[src/rtl/hazard_pkg.sv]
// ============================================================================
//  Module      : hazard_pkg
//  Description : Shared types, forward-select encodings and compare helper
//                for the pipeline hazard controller.
//  Revision    : 1.0 - initial release
// ============================================================================
`default_nettype none

package hazard_pkg;

    localparam logic [1:0] FWD_RF  = 2'b00;
    localparam logic [1:0] FWD_WB  = 2'b01;
    localparam logic [1:0] FWD_MEM = 2'b10;

    typedef enum logic [0:0] {
        MD_IDLE = 1'b0,
        MD_BUSY = 1'b1
    } md_state_t;

    // Register $0 is hard-wired, so a write to it is never a real producer.
    function automatic logic reg_hit(input logic [4:0] src, input logic [4:0] dst);
        return (src != 5'd0) && (src == dst);
    endfunction

endpackage

`default_nettype wire

[src/rtl/md_sequencer.sv]
// ============================================================================
//  Module      : md_sequencer
//  Description : Busy sequencer for the multi-cycle multiply/divide unit.
//  Revision    : 1.0 - initial release
// ============================================================================
`default_nettype none

module md_sequencer
    import hazard_pkg::*;
#(
    parameter int unsigned MULT_CYCLES = 4,
    parameter int unsigned DIV_CYCLES  = 32
) (
    input  logic clk,
    input  logic rst_n,
    input  logic md_start,
    input  logic md_is_div,
    output logic md_busy,
    output logic md_done,
    output logic md_err,
    output logic busy_pending
);

    localparam int unsigned c_max_cycles = (MULT_CYCLES > DIV_CYCLES) ? MULT_CYCLES : DIV_CYCLES;
    localparam int unsigned c_cnt_w      = (c_max_cycles > 1) ? $clog2(c_max_cycles) : 1;
    localparam logic [c_cnt_w-1:0] c_mult_load = c_cnt_w'(MULT_CYCLES - 1);
    localparam logic [c_cnt_w-1:0] c_div_load  = c_cnt_w'(DIV_CYCLES - 1);

    md_state_t          r_state;
    md_state_t          w_state_nxt;
    logic [c_cnt_w-1:0] r_count;
    logic [c_cnt_w-1:0] w_count_nxt;
    logic               r_err;
    logic               w_err_nxt;

    always_ff @(posedge clk or negedge rst_n) begin
        if (!rst_n) begin
            r_state <= MD_IDLE;
            r_count <= '0;
            r_err   <= 1'b0;
        end else begin
            r_state <= w_state_nxt;
            r_count <= w_count_nxt;
            r_err   <= w_err_nxt;
        end
    end

    // A start while busy (including the done cycle) is dropped and flagged.
    always_comb begin
        w_state_nxt = r_state;
        w_count_nxt = r_count;
        w_err_nxt   = r_err;
        case (r_state)
            MD_IDLE: begin
                if (md_start) begin
                    w_state_nxt = MD_BUSY;
                    w_count_nxt = md_is_div ? c_div_load : c_mult_load;
                end
            end
            MD_BUSY: begin
                if (md_start) begin
                    w_err_nxt = 1'b1;
                end
                if (r_count == '0) begin
                    w_state_nxt = MD_IDLE;
                end else begin
                    w_count_nxt = r_count - 1'b1;
                end
            end
            default: begin
                w_state_nxt = MD_IDLE;
            end
        endcase
    end

    always_comb begin
        md_busy      = (r_state == MD_BUSY);
        md_done      = (r_state == MD_BUSY) && (r_count == '0);
        busy_pending = (r_state == MD_BUSY) && (r_count != '0);
        md_err       = r_err;
    end

endmodule

`default_nettype wire

[src/rtl/hazard_unit.sv]
// ============================================================================
//  Module      : hazard_unit
//  Description : Stall, flush and forwarding control for the 5-stage core,
//                including the multiply/divide interlock.
//  Revision    : 1.0 - initial release
// ============================================================================
`default_nettype none

module hazard_unit
    import hazard_pkg::*;
#(
    parameter int unsigned MULT_CYCLES = 4,
    parameter int unsigned DIV_CYCLES  = 32
) (
    input  logic       clk,
    input  logic       rst_n,
    input  logic [4:0] RsD,
    input  logic [4:0] RtD,
    input  logic [4:0] RsE,
    input  logic [4:0] RtE,
    input  logic [4:0] WriteRegE,
    input  logic [4:0] WriteRegM,
    input  logic [4:0] WriteRegW,
    input  logic       RegWriteE,
    input  logic       RegWriteM,
    input  logic       RegWriteW,
    input  logic       MemtoRegE,
    input  logic       MemtoRegM,
    input  logic       BranchD,
    input  logic       MdUseD,
    input  logic       MdStartE,
    input  logic       MdIsDivE,
    output logic       StallF,
    output logic       StallD,
    output logic       FlushE,
    output logic       ForwardAD,
    output logic       ForwardBD,
    output logic [1:0] ForwardAE,
    output logic [1:0] ForwardBE,
    output logic       MdBusy,
    output logic       MdDone,
    output logic       MdErr
);

    logic w_lwstall;
    logic w_branchstall;
    logic w_mdstall;
    logic w_busy_pending;
    logic w_stall;

    md_sequencer #(
        .MULT_CYCLES (MULT_CYCLES),
        .DIV_CYCLES  (DIV_CYCLES)
    ) u_md_sequencer (
        .clk          (clk),
        .rst_n        (rst_n),
        .md_start     (MdStartE),
        .md_is_div    (MdIsDivE),
        .md_busy      (MdBusy),
        .md_done      (MdDone),
        .md_err       (MdErr),
        .busy_pending (w_busy_pending)
    );

    always_comb begin
        ForwardAE = FWD_RF;
        if (RegWriteM && reg_hit(RsE, WriteRegM)) begin
            ForwardAE = FWD_MEM;
        end else if (RegWriteW && reg_hit(RsE, WriteRegW)) begin
            ForwardAE = FWD_WB;
        end

        ForwardBE = FWD_RF;
        if (RegWriteM && reg_hit(RtE, WriteRegM)) begin
            ForwardBE = FWD_MEM;
        end else if (RegWriteW && reg_hit(RtE, WriteRegW)) begin
            ForwardBE = FWD_WB;
        end
    end

    assign ForwardAD = RegWriteM && reg_hit(RsD, WriteRegM);
    assign ForwardBD = RegWriteM && reg_hit(RtD, WriteRegM);

    assign w_lwstall = MemtoRegE && (reg_hit(RsD, WriteRegE) || reg_hit(RtD, WriteRegE));

    // Branches compare in D, so an ALU result still in E or a load in M cannot be forwarded yet.
    assign w_branchstall = BranchD &&
        ((RegWriteE && (reg_hit(RsD, WriteRegE) || reg_hit(RtD, WriteRegE))) ||
         (MemtoRegM && (reg_hit(RsD, WriteRegM) || reg_hit(RtD, WriteRegM))));

    assign w_mdstall = MdUseD && (MdStartE || w_busy_pending);

    assign w_stall = w_lwstall | w_branchstall | w_mdstall;
    assign StallF  = w_stall;
    assign StallD  = w_stall;
    assign FlushE  = w_stall;

endmodule

`default_nettype wire
[config.mk]
export PLATFORM = sky130hd
export DESIGN_NAME = hazard_unit
export DESIGN_NICKNAME = d
export VERILOG_FILES = /design/src/rtl/hazard_pkg.sv /design/src/rtl/md_sequencer.sv /design/src/rtl/hazard_unit.sv
export SDC_FILE = /design/constraint.sdc
export NUM_CORES = 1
export LEC_CHECK = 0
export CORE_ASPECT_RATIO = 0.9
export CORE_UTILIZATION = 35
export DETAILED_ROUTE_END_ITERATION = 8
export GPL_ROUTABILITY_DRIVEN = 0
export MAX_ROUTING_LAYER = met4
export PLACE_DENSITY = 0.76
export SYNTH_ARGS = -nofsm -noshare
export SYNTH_HDL_FRONTEND = slang
export SYNTH_SLANG_ARGS = --single-unit
[constraint.sdc]
create_clock -name clk -period 2.9 [get_ports clk]
set_clock_uncertainty 0.15 [all_clocks]
set_input_delay 0.58 -clock clk [delete_from_list [all_inputs] [get_ports clk]]
set_output_delay 0.58 -clock clk [all_outputs]
set_load 0.02 [all_outputs]
==> summary.txt, run 1 <==
Die
  – DIE HEIGHT: 51.9 um
  – Core area: 2530 um2
  – Starting Density: 38.3%
  – Horizontal extent of the die: 57.5 um
  – Std cell rows: 17
  – Full die area: 2990 um2
  – I/O pin total: 58

Detailed routing
  – Total number of vias: 1155
  – TritonRoute pass-1 iters: 6
  – Via/cell ratio: 5.02
  – Number of remaining DRC errors: 3
  – Detailed router's first-iteration violation count: 49
  – Drt total wl: 3020 um
  – Drt wl/cell: 13.1 um
  – Number of nets still failing antenna checks after routing: 0

Critical path
  – CP Launch Type: input pin
  – Crit path required time: 2.17 ns
  – Buffer and inverter count on the worst path: 3
  – Library cell contributing the largest single delay on the critical path: clkdlybuf4s50_1
  – WS Path Type: input pin to output pin
  – Worst-path cell chain: clkdlybuf4s50_1 -> xnor2_1 -> nand4_1 -> nor4_4 -> buf_4 -> buf_2
  – Worst-path fanout max: 3
  – Kind of end point of the critical path: output pin
  – Critical Path AT: 2.15 ns
  – Dominant delay contributor by cell family on the critical path: buffers and inverters
  – Delay of the slowest critical-path stage: 0.61 ns

Clock network
  – Number of buffers inserted during clock tree synthesis: 3
  – Clock latency reported for the late side of the worst-skew pair: 0.25 ns
  – Buffer cell driving the clock tree root: clkbuf_4
  – Clock Sinks: 7
  – H-tree lvl count: 1
  – Clock transition at the register clock pins on the worst setup and hold paths after CTS: 0.05 ns
  – Maximum buffer depth of the clock tree: 2
  – Clock tree from TritonCTS: yes

GRT
  – Overall global routing resource usage: 22.4%
  – First-pass GRT wire length: 5040 um
  – Pin count of the biggest net entering global routing: 13
  – Number of antenna violations at the first check in global routing: 0
  – Via count of the first global-routing pass: 1190
  – Overall overflow remaining after global route: 0

Flow run
  – Maximum Capacitance Violations: 0

STA
  – Worst Max-Slew Pin Slew: 0.335 ns
  – Highest clock frequency the design can meet: 348 MHz
  – Setup Viol. Count Final: 0
  – Post-route fraction of the period consumed by the critical path: 99.2%
  – Smallest hold slack: 0.304 ns
  – Final Hold Vio Count: 0
  – Worst relative slew slack: 77.6%
  – Post-layout minimum cycle time: 2.88 ns
  – Pins over their slew limit: 0
  – Sum of negative setup slack: 0 ns

Synth
  – Count of warnings emitted by yosys: 0
  – Number of distinct standard cells referenced by the synthesized netlist: 30
  – Share of synthesized area occupied by flip-flops and latches: 18.1%
  – Avg Inst Size Synth: 8.43 um2
  – Number of cells produced by synthesis: 115
  – Synthesized area: 970 um2
  – Synthesized flop and latch total: 7
  – Most frequently used flop master after synthesis: dfrtp_1
  – Mapped Nets: 163
  – Number of synthesized flops with an enable pin: 0
  – Proportion of register bits with asynchronous set or reset after synthesis: 100%

Finish
  – Final Non-Filler Cells: 230
  – Fin nets: 251
  – N_diodes: 0
  – Share of final-layout standard cells stronger than drive strength 1: 25.2%
  – Layout overhead on the synthesized area: 83.9%

Status
  – Outcome: finished, violations left
  – Failing checks: DRC

Power
  – Total power consumption of the routed design: 0.629 mW
  – Leakage power total: 0.800 nW
  – Power Density: 353 nW/um2
  – Maximum resistive drop on vdd: 0.000195 V

Placement
  – Detailed-placement wirelength estimate: 2650 um
  – Port bufs: 57
  – Placed cells: 225

Worst hold path
  – Worst hold-check path type: flip-flop to flip-flop
[layout by cell type (no fill, tap or decap), types with 3 or more instances in the layout]
cell type / n
buf_2: 4
dlymetal6s2s_1: 8
dlygate4sd2_1: 9
nand4_1: 8
dfrtp_1: 7
nor2_1: 6
nor4_2: 3
a21oi_1: 6
inv_1: 3
nand2_1: 6
buf_4: 31
nor3_1: 7
clkbuf_4: 3
xor2_1: 15
clkdlybuf4s50_1: 32
xnor2_1: 26
[cells in the mapped netlist, types with 3 or more instances]
cell      n  area (um2)
nor3_1    7        35.0
a21oi_1   6        30.0
nand4_1   8        50.1
inv_1     3        11.3
xor2_1   15         131
nor2_1    6        22.5
nor4_2    4        50.1
dfrtp_1   7         175
xnor2_1  26         228
nand2_1   6        22.5
[what timing repair did]
action,in CTS,in global routing
gates resized for setup,39,13
pin swaps,2,6
hold buffers,0,0
setup endpoints to repair,9,5
setup buffers,0,1
[kinds of logic (layout without fill, tap and decap cells)]
family                   after synthesis  in the layout  synth area share (%)
AO/OA/AOI/OAI                         15             15                  9.42
XOR/XNOR                              41             41                  37.0
buffers and inverters                  7             94                  3.48
flip-flops                             7              7                  18.1
adder cells (fa/ha/maj)                2              2                  2.58
AND/OR/NAND/NOR                       42             42                  28.4
multiplexers                           1              1                  1.03
[worst reg2reg max path, delay by kind of cell, from the launching register on]
family,cells,cell delay (ns)
and+or+nand+nor,2,0.28
DFF,1,0.35
buffers and inverters,2,0.22
adders and majority gates,1,0.20
AOI/OAI and AO/OA,3,0.45
[registers in the layout (all words and copies together) (netlist names)]
signal                  cells
u_md_sequencer.r_count      5
u_md_sequencer.md_err       1
u_md_sequencer.md_busy      1
[layer usage]
metal  track usage, %  up-vias  part of all wire (%)
met2             39.5       40                    50
met3             1.49        2                   4.0
met5                -        -                     0
met1             27.8      535                    45
li1                 -      578                     -
met4             6.50        0                  0.40
[stage by stage]
stage | worst slack (ns) | cell area, um2 | util, %
6_report | 0.0239 | 1780 | 70.4
5_1_grt | -0.0323 | 1780 | 70.4
4_1_cts | -0.0536 | 1760 | 69.6
3_5_place_dp | -0.487 | 1770 | 69.8
3_3_place_gp | -0.425 | 1770 | 69.8
2_1_floorplan | 0.347 | 970 | -
[where the power goes]
part | leakage, nW | switching (mW) | internal, mW | total (mW)
clock network | 0.0150 | 0.0358 | 0.0525 | 0.0883
registers | 0.0748 | 0.0459 | 0.139 | 0.185
logic | 0.710 | 0.165 | 0.191 | 0.356
total | 0.800 | 0.247 | 0.383 | 0.629
[worst paths after layout]
kind	from	end	slack, ns	cells after the start
setup / recovery	RsE[0]	ForwardAE[1]	0.02	6
hold / removal	u_md_sequencer.md_err	u_md_sequencer.md_err	0.30	1
setup reg to reg	u_md_sequencer.r_count[0]	u_md_sequencer.r_count[2]	1.11	8
hold reg to reg	u_md_sequencer.md_err	u_md_sequencer.md_err	0.30	1
max in group asynchronous	rst_n	u_md_sequencer.r_count[1]	1.91	1
min in group asynchronous	rst_n	u_md_sequencer.md_busy	0.45	1
[layout make-up]
cell class / instances / area [um2]
flip-flops and latches: 7 / 175
repair buffers: 86 / 762
multi-input cells: 101 / 769
clock buffers: 4 / 26.3
well taps: 28 / 35.0
fillers: 201 / 748
inverters: 4 / 15.0
Note: power is estimated with default switching activity, not from simulation.
==> inputs of run 2 (changes only) <==
Settings changed: PLACE_DENSITY 0.76 to not set, PLACE_DENSITY_LB_ADDON set to 0.3.
==> summary.txt, run 2 (synthesis results as in run 1) <==
Status
  – Outcome: completed (was finished, violations left)

STA
  – Worst relative slew slack: 77.0% (was 77.6%)
  – Highest clock frequency the design can meet: 351 MHz (was 348 MHz)
  – Smallest hold slack: 0.334 ns (was 0.304 ns)
  – Pins over their slew limit: 0 (unchanged)
  – Post-route fraction of the period consumed by the critical path: 98.2% (was 99.2%)
  – Post-layout minimum cycle time: 2.85 ns (was 2.88 ns)
  – Setup Viol. Count Final: 0 (unchanged)
  – Worst Max-Slew Pin Slew: 0.344 ns (was 0.335 ns)
  – Setup slack of the critical path after layout: 0.0513 ns (was 0.0239 ns)
  – Final Hold Vio Count: 0 (unchanged)
  – RSZ-0062 raised after global routing: false
  – Sum of negative setup slack: 0 ns (unchanged)

Worst hold path
  – Sink of the worst hold path: u_md_sequencer.md_err (unchanged)
  – Hold Path Stages: 1 (unchanged)
  – Worst hold-check path type: flip-flop to flip-flop (unchanged)
  – Beginning of the worst hold path: u_md_sequencer.md_err (unchanged)

Clock network
  – Maximum buffer depth of the clock tree: 2 (unchanged)
  – Clock tree from TritonCTS: yes (unchanged)
  – Number of buffers inserted during clock tree synthesis: 3 (unchanged)
  – Buffer cell driving the clock tree root: clkbuf_4 (unchanged)
  – Clock Sinks: 7 (unchanged)
  – Number of hold-repair buffers added at the cts stage: 0 (unchanged)
  – H-tree lvl count: 1 (unchanged)
  – Clock latency reported for the late side of the worst-skew pair: 0.25 ns (about the same)
  – Clock transition at the register clock pins on the worst setup and hold paths after CTS: 0.05 ns (about the same)

Critical path
  – Logic depth of the worst register-to-register path: 8 (unchanged)
  – Crit path required time: 2.17 ns (about the same)
  – Kind of end point of the critical path: output pin (unchanged)
  – Worst reg2reg path endpoint: u_md_sequencer.r_count[2] (unchanged)
  – Worst-path fanout max: 3 (unchanged)
  – WS Path Type: input pin to output pin (unchanged)
  – Critical Path AT: 2.12 ns (was 2.15 ns)
  – CP Launch Type: input pin (unchanged)
  – Worst r2r src: u_md_sequencer.r_count[0] (unchanged)
  – Worst R2R Setup Slack: 1.08 ns (was 1.11 ns)

Die
  – Horizontal extent of the die: 57.5 um (unchanged)
  – DIE HEIGHT: 51.9 um (unchanged)
  – I/O pin total: 58 (unchanged)
  – Full die area: 2990 um2 (unchanged)
  – Core area: 2530 um2 (unchanged)
  – Std cell rows: 17 (unchanged)
  – Starting Density: 38.3% (unchanged)

Finish
  – Final Non-Filler Cells: 231 (was 230)
  – Share of final-layout standard cells stronger than drive strength 1: 26.1% (was 25.2%)
  – Reg with most FFs: u_md_sequencer.r_count (unchanged)
  – Layout overhead on the synthesized area: 89.0% (was 83.9%)
  – N_diodes: 0 (unchanged)
  – Largest register FFs: 5 (unchanged)
  – Most frequent cells in the layout: clkdlybuf4s50_1 (34), buf_4 (32), xnor2_1 (26), xor2_1 (15), dlymetal6s2s_1 (11) (was clkdlybuf4s50_1 (32), buf_4 (31), xnor2_1 (26), xor2_1 (15), dlygate4sd2_1 (9))
  – Layout fillers: 215 (was 201)
  – Fin nets: 252 (was 251)
  – Register area: 175 um2 (unchanged)
  – Leading cell type in the layout, fill and taps excluded: clkdlybuf4s50_1 (unchanged)
  – Multi-input gate area: 785 um2 (was 769 um2)

Flow run
  – Maximum Capacitance Violations: 0 (unchanged)

Detailed routing
  – Number of nets still failing antenna checks after routing: 0 (unchanged)
  – Number of remaining DRC errors: 0 (was 3)
  – TritonRoute pass-1 iters: 6 (unchanged)
  – Drt total wl: 3250 um (was 3020 um)
  – Detailed router's first-iteration violation count: 33 (was 49)
  – Via/cell ratio: 5.07 (was 5.02)
  – Drt wl/cell: 14.1 um (was 13.1 um)
  – Total number of vias: 1171 (was 1155)

Power
  – Maximum resistive drop on vdd: 0.000171 V (was 0.000195 V)
  – Leakage power total: 0.840 nW (was 0.800 nW)
  – Power Density: 357 nW/um2 (was 353 nW/um2)
  – Total power consumption of the routed design: 0.655 mW (was 0.629 mW)

GRT
  – Overall overflow remaining after global route: 0 (unchanged)
  – First-pass GRT wire length: 4960 um (was 5040 um)
  – Overall global routing resource usage: 22.4% (about the same)
  – Number of antenna violations at the first check in global routing: 0 (unchanged)
  – Pin count of the biggest net entering global routing: 12 (was 13)
  – Via count of the first global-routing pass: 1149 (was 1190)

Placement
  – Port bufs: 57 (unchanged)
  – Post-placement setup slack: -0.427 ns (was -0.487 ns)
  – Placed cells: 225 (unchanged)
  – Detailed-placement wirelength estimate: 2780 um (was 2650 um)
[run 2: cell type report]
class                      count  share of cell area [%]
timing repair buffer          87                    43.5
tap                           28                    1.91
clock buffer                   4                    1.43
sequential                     7                    9.56
inverter                       4                   0.819
multi-input combinational    101                    42.8
[run 2: repair_timing]
| item | 4_1_cts | 5_1_grt |
|---|---|---|
| pin swaps | 3 | 9 |
| endpoints found under the setup margin | 9 | 7 |
| resized for setup | 33 | 15 |
| buffers inserted | 1 | 1 |
[run 2: worst max-delay path by stage]
stage                 from           end  cells after the start
floorplan           RsE[1]  ForwardAE[0]                      4
global route        RsD[2]        StallF                      7
detailed placement  RsE[1]  ForwardAE[0]                      6
finish              RtD[4]        FlushE                      7
CTS                 RtE[1]  ForwardBE[0]                      7
global placement    RtE[1]  ForwardBE[0]                      6
[run 2: power by group]
part / switching, mW / total (mW) / leakage (nW) / internal (mW)
clock network: 0.0368 / 0.0893 / 0.0150 / 0.0526
registers: 0.0471 / 0.186 / 0.0748 / 0.139
logic: 0.177 / 0.379 / 0.750 / 0.202
total: 0.261 / 0.655 / 0.840 / 0.394
[run 2: per-stage QoR]
step / area (um2) / util (%)
global route: 1830 / 72.4
floorplan: 970 / -
finish: 1830 / 72.4
global placement: 1770 / 69.8
CTS: 1780 / 70.3
detailed placement: 1770 / 69.8
[run 2: layer usage]
metal  global-route usage, %  vias to the layer above  wire length, um
met4                    4.88                        0               33
met5                       -                        -                0
met3                    2.74                        7              122
li1                        -                      577                -
met1                    23.5                      550             1250
met2                    44.6                       37             1840
[run 2: critical path: stages]
cell	delay, ns
clkdlybuf4s50_1	0.53
xor2_1	0.19
nor3_1	0.07
nand4_1	0.11
nand2_1	0.08
a311o_1	0.38
buf_2	0.17
